--- src/rtl/nw_seq_fetch_ctrl.sv ---
// Fetch sequencer for the two sequence RAMs: walks the fill matrix in row-major order,
// hands character pairs to the scoring PE, then serves single-pair traceback reads.
module nw_seq_fetch_ctrl #(
  parameter int N   = 128,
  parameter int Bit = $clog2(N)
) (
  input  logic           clk,
  input  logic           rst_n,
  input  logic           start,
  input  logic [Bit:0]   len_a,
  input  logic [Bit:0]   len_b,
  output logic           en_rd_a,
  output logic [Bit-1:0] addr_a,
  input  logic [8:0]     dout_a,
  output logic           en_rd_b,
  output logic [Bit-1:0] addr_b,
  input  logic [8:0]     dout_b,
  output logic [8:0]     char_a,
  output logic [8:0]     char_b,
  output logic [Bit-1:0] idx_i,
  output logic [Bit-1:0] idx_j,
  output logic           pair_valid,
  input  logic           pair_ready,
  input  logic           trace_req,
  input  logic [Bit-1:0] trace_addr_a,
  input  logic [Bit-1:0] trace_addr_b,
  output logic           trace_gnt,
  output logic           trace_valid,
  output logic           busy,
  output logic           done
);

  typedef enum logic [2:0] {
    IDLE, F_RD, F_WAIT, F_VAL, DONE, T_RD, T_WAIT, T_VAL
  } state_t;

  localparam logic [Bit:0] NMAX = (Bit+1)'(N);

  state_t         state, state_nxt;
  logic [Bit:0]   len_a_q, len_b_q;
  logic [Bit:0]   len_a_m1, len_b_m1;
  logic [Bit-1:0] i_q, j_q, i_nxt, j_nxt;
  logic           start_acc, last_col, last_cell;

  function automatic logic [Bit:0] clamp_len(input logic [Bit:0] l);
    return (l > NMAX) ? NMAX : l;
  endfunction

  assign start_acc = ((state == IDLE) || (state == DONE)) && start;
  assign len_a_m1  = len_a_q - 1'b1;
  assign len_b_m1  = len_b_q - 1'b1;
  assign last_col  = (j_q == len_b_m1[Bit-1:0]);
  assign last_cell = last_col && (i_q == len_a_m1[Bit-1:0]);

  always_ff @(posedge clk or negedge rst_n) begin
    if (!rst_n) state <= IDLE;
    else        state <= state_nxt;
  end

  always_comb begin
    state_nxt = state;
    i_nxt     = i_q;
    j_nxt     = j_q;
    unique case (state)
      IDLE, DONE: begin
        if (start) begin
          i_nxt = '0;
          j_nxt = '0;
          if ((clamp_len(len_a) == '0) || (clamp_len(len_b) == '0)) state_nxt = DONE;
          else                                                       state_nxt = F_RD;
        end else if ((state == DONE) && trace_req) begin
          state_nxt = T_RD;
        end
      end
      F_RD:   state_nxt = F_WAIT;
      F_WAIT: state_nxt = F_VAL;
      F_VAL: begin
        if (pair_ready) begin
          if (last_col) begin
            j_nxt = '0;
            i_nxt = i_q + 1'b1;
          end else begin
            j_nxt = j_q + 1'b1;
          end
          state_nxt = last_cell ? DONE : F_RD;
        end
      end
      T_RD:    state_nxt = T_WAIT;
      T_WAIT:  state_nxt = T_VAL;
      T_VAL:   state_nxt = DONE;
      default: state_nxt = IDLE;
    endcase
  end

  always_comb begin
    en_rd_a     = (state == F_RD) || (state == T_RD);
    en_rd_b     = en_rd_a;
    pair_valid  = (state == F_VAL);
    trace_valid = (state == T_VAL);
    done        = (state == DONE);
    busy        = (state != IDLE) && (state != DONE);
    // A start in the same DONE cycle takes precedence over a traceback request
    trace_gnt   = (state == DONE) && trace_req && !start;
  end

  always_ff @(posedge clk or negedge rst_n) begin
    if (!rst_n) begin
      len_a_q <= '0;
      len_b_q <= '0;
      i_q     <= '0;
      j_q     <= '0;
      addr_a  <= '0;
      addr_b  <= '0;
      char_a  <= '0;
      char_b  <= '0;
      idx_i   <= '0;
      idx_j   <= '0;
    end else begin
      i_q <= i_nxt;
      j_q <= j_nxt;
      if (start_acc) begin
        len_a_q <= clamp_len(len_a);
        len_b_q <= clamp_len(len_b);
      end
      // Addresses are loaded one cycle ahead so they are stable during the read cycle
      if (state_nxt == F_RD) begin
        addr_a <= i_nxt;
        addr_b <= j_nxt;
      end else if (trace_gnt) begin
        addr_a <= trace_addr_a;
        addr_b <= trace_addr_b;
      end
      if (state == F_WAIT) begin
        char_a <= dout_a;
        char_b <= dout_b;
        idx_i  <= i_q;
        idx_j  <= j_q;
      end else if (state == T_WAIT) begin
        char_a <= dout_a;
        char_b <= dout_b;
        idx_i  <= addr_a;
        idx_j  <= addr_b;
      end
    end
  end

endmodule

--- config.mk ---
export PLATFORM = sky130hd
export DESIGN_NAME = nw_seq_fetch_ctrl
export DESIGN_NICKNAME = d
export VERILOG_FILES = /design/src/rtl/nw_seq_fetch_ctrl.sv
export SDC_FILE = /design/constraint.sdc
export NUM_CORES = 1
export LEC_CHECK = 0
export CORE_UTILIZATION = 53
export CTS_CLUSTER_SIZE = 25
export DETAILED_ROUTE_END_ITERATION = 6
export PLACE_DENSITY = 0.95
export SLEW_MARGIN = 20
export SYNTH_ARGS = -nofsm -noshare
export SYNTH_HDL_FRONTEND = slang
export SYNTH_SLANG_ARGS = --single-unit
--- constraint.sdc ---
create_clock -name clk -period 6.08 [get_ports clk]
set_clock_uncertainty 0.05 [all_clocks]
set_input_delay 1.216 -clock clk [delete_from_list [all_inputs] [get_ports clk]]
set_output_delay 1.216 -clock clk [all_outputs]
set_load 0.02 [all_outputs]
==> impl_results.md <==
- Num ports: 106
- Post-synthesis sequential area ratio: 0.486
- CTS Root Cell: clkbuf_8
- Worst-Margin Slew: 0.949 ns
- CP Data Required Time: between 4 and 5 ns
- TritonRoute pass-1 iters: 7
- CP most frequent cell: clkdlybuf4s50_1
- Failing checks: DRC
- Leakage: 2.27 nW
- # H-tree levels: 3
- Hpwl dp: 7320 µm
- Register bit total from synthesis: 77
- Buffers added on ports: 105
- Worst reg2reg path depth: 6
- Maximum VDD drop: between 0.2 and 0.25 mV
- Initial core utilization: 0.547
- Die Y: 88.5 µm
- Highest-count cells in the layout ignoring fill and taps: clkdlybuf4s50_1 (104), dfrtp_1 (77), nand2_1 (53)
- Critical path's slowest cell: clkdlybuf4s50_1
- Clock sink total: 77
- Yosys warning count: 0
- Pwr Density: 486 mW/mm²
- Most common cell after layout, fill and taps aside: clkdlybuf4s50_1
- Final WL: 9980 µm
- R2R Setup Slk: 2.85 ns
- Crit-path cells: clkdlybuf4s50_1 > and3b_1 > nand2_1 > inv_1 > clkdlybuf4s50_1
- Placer congestion estimate: 0.895
- Layout area overhead: 32.6%
- Max clock buf depth: 2
- Inserted Clock Buffers: 9
- Post-synth cell types: 59
- Largest delay share family, worst path: buffers and inverters
- Async set-reset flop share out of synthesis: 1.00
- Mapped cell area: 0.00397 mm²
- Global-route usage over all layers: 0.273
- Worst EP arrival: 3.25 ns
- DIE AREA: 0.00784 mm²
- WP buf/inv: 3
- Syn Nets: 441
- Critical path startpoint category: input port
- Vias in the first global route: 3,254
- Site row count: 31
- Resized cells post-CTS: 0
- Final Net Count: 537
- Endpoints failing setup: 0
- CP endpoint kind: primary output
- Max FO, Critical Path: 10
- Syn Inst Count: 384
- WL per Instance: ~17 µm
- Routed Antenna Nets: 0
- Clock-pin slew on the worst setup and hold paths: 0.09 ns
- Final number of hold-violating endpoints: 0
- Post-synth EDFFs: 0
- Max-cap viol count: 0
- CP peak stage delay: 0.68 ns
- WHS Endpoint: idx_j[1]$_DFFE_PN0P_
- Routed vias/inst: 5.78
- Die W: 88.5 µm
- Fmax: ~220 MHz
- Syn Area/Cell: 10.3 µm²
- Layout cell share with drive strength beyond 1: 0.103
- Synth Flop Type: dfrtp_1
- Iter 0 DRT Violations: 266
- Ant. Diodes: 0
- Setup_tns: 0 ns
- HP Start: idx_j[1]$_DFFE_PN0P_
- Critical path class: in2out
- Largest net degree at the start of global routing: 78
- Remaining Overflow, GRT: 0
- CTS Hold Bufs: 0
- Total Power: 0.00256 W
- Clock latency on the worst-skew pair: 0.36 ns
- Hold Crit Depth: 2
- Relative slew slack: 0.368
- Global-route wire length before repair: 16,100 µm
- CTS tree: yes
- Initial antenna violation count: 0
- Worst r2r dst: addr_a[0]$_DFFE_PN0P_
- Hold Slack: between 0.4 and 0.5 ns
- Reg2reg start: state[1]$_DFF_PN0_
- Worst Hold Class: reg2reg
- Via count: 3,378
- Residual DRC: 2
- Final Critical Period: around 4.5 ns
- Fin crit share: 0.742
- RSZ-0062 raised after global routing: false
- Postcts setup bufs: 0
- Status: finished, violations left
- Max Transition Viols Final: 0
- CORE AREA: between 0.007 and 0.008 mm²
-- worst max path at each step --
stage          slack (ns)   from        end  cells after the start
2_1_floorplan        2.84  start  trace_gnt                      4
3_3_place_gp         1.64  start  trace_gnt                      5
3_5_place_dp         1.58  start  trace_gnt                      5
4_1_cts              1.57  start  trace_gnt                      5
5_1_grt              1.45  start  trace_gnt                      5
6_report             1.57  start  trace_gnt                      5
-- worst reg2reg max path, stage by stage, from the launching register on --
cell	delay, ns
dfrtp_1	0.46
nor2_1	0.68
nand2_1	0.78
nand2_1	0.44
nand2_1	0.15
mux2_2	0.31
o221a_2	0.24
-- final cells by class --
class	count	area, µm²
fill	483	1990
sequential	77	1930
multi-input combinational	275	1900
timing repair buffer	106	1060
clock buffer	10	138
tap	99	124
clock inverter	6	70.1
inverter	11	41.3
-- cells by family (layout without fill, tap and decap cells) --
family,after synthesis,count (layout),share of synthesized area
fa+ha+maj,4,4,0.0126
flops,77,77,0.486
buf+inv,32,133,0.0350
mux,36,36,0.0971
xor+xnor,18,18,0.0432
simple gates,131,131,0.169
compound gates,86,86,0.157
-- cells in the mapped netlist, types with 10 or more instances --
cell	instances	share of area
dfrtp_1	77	0.49
mux2_2	19	0.054
mux2i_1	16	0.040
xor2_1	10	0.022
o21ai_0	38	0.048
a221o_1	10	0.025
nor2_1	12	0.011
and3_1	12	0.019
clkbuf_1	12	0.011
nand2b_1	16	0.025
nand2_1	53	0.050
inv_1	11	0.010
-- through the flow --
step                      utilization  area [µm²]  instances  worst slack (ns)
after global routing            0.725        5260        584              1.45
after global placement          0.697        5050        568              1.64
final                           0.725        5260        584              1.57
after floorplan                     -        3970        384              2.84
after CTS                       0.725        5260        584              1.57
after detailed placement        0.697        5050        568              1.58
-- power by group --
group	total [W]	switching [W]	internal, W
combinational	0.00126	0.000648	0.000611
clock	0.000409	0.000206	0.000203
sequential	0.000889	0.000193	0.000697
total	0.00256	0.00105	0.00151
-- metal layers --
metal | track usage | part of all wire
met1 | 0.331 | 0.40
met2 | 0.486 | 0.51
met3 | 0.0541 | 0.074
met4 | 0.0909 | 0.015
met5 | 0 | 0
-- flip-flops by register name, indices dropped and copies added (netlist names) --
signal,flops
char_a,9
char_b,9
addr_a,7
addr_b,7
i_q,7
idx_i,7
idx_j,7
j_q,7
len_a_q,7
len_b_q,7
state,3
No activity file was read; power rests on OpenSTA's default activity.
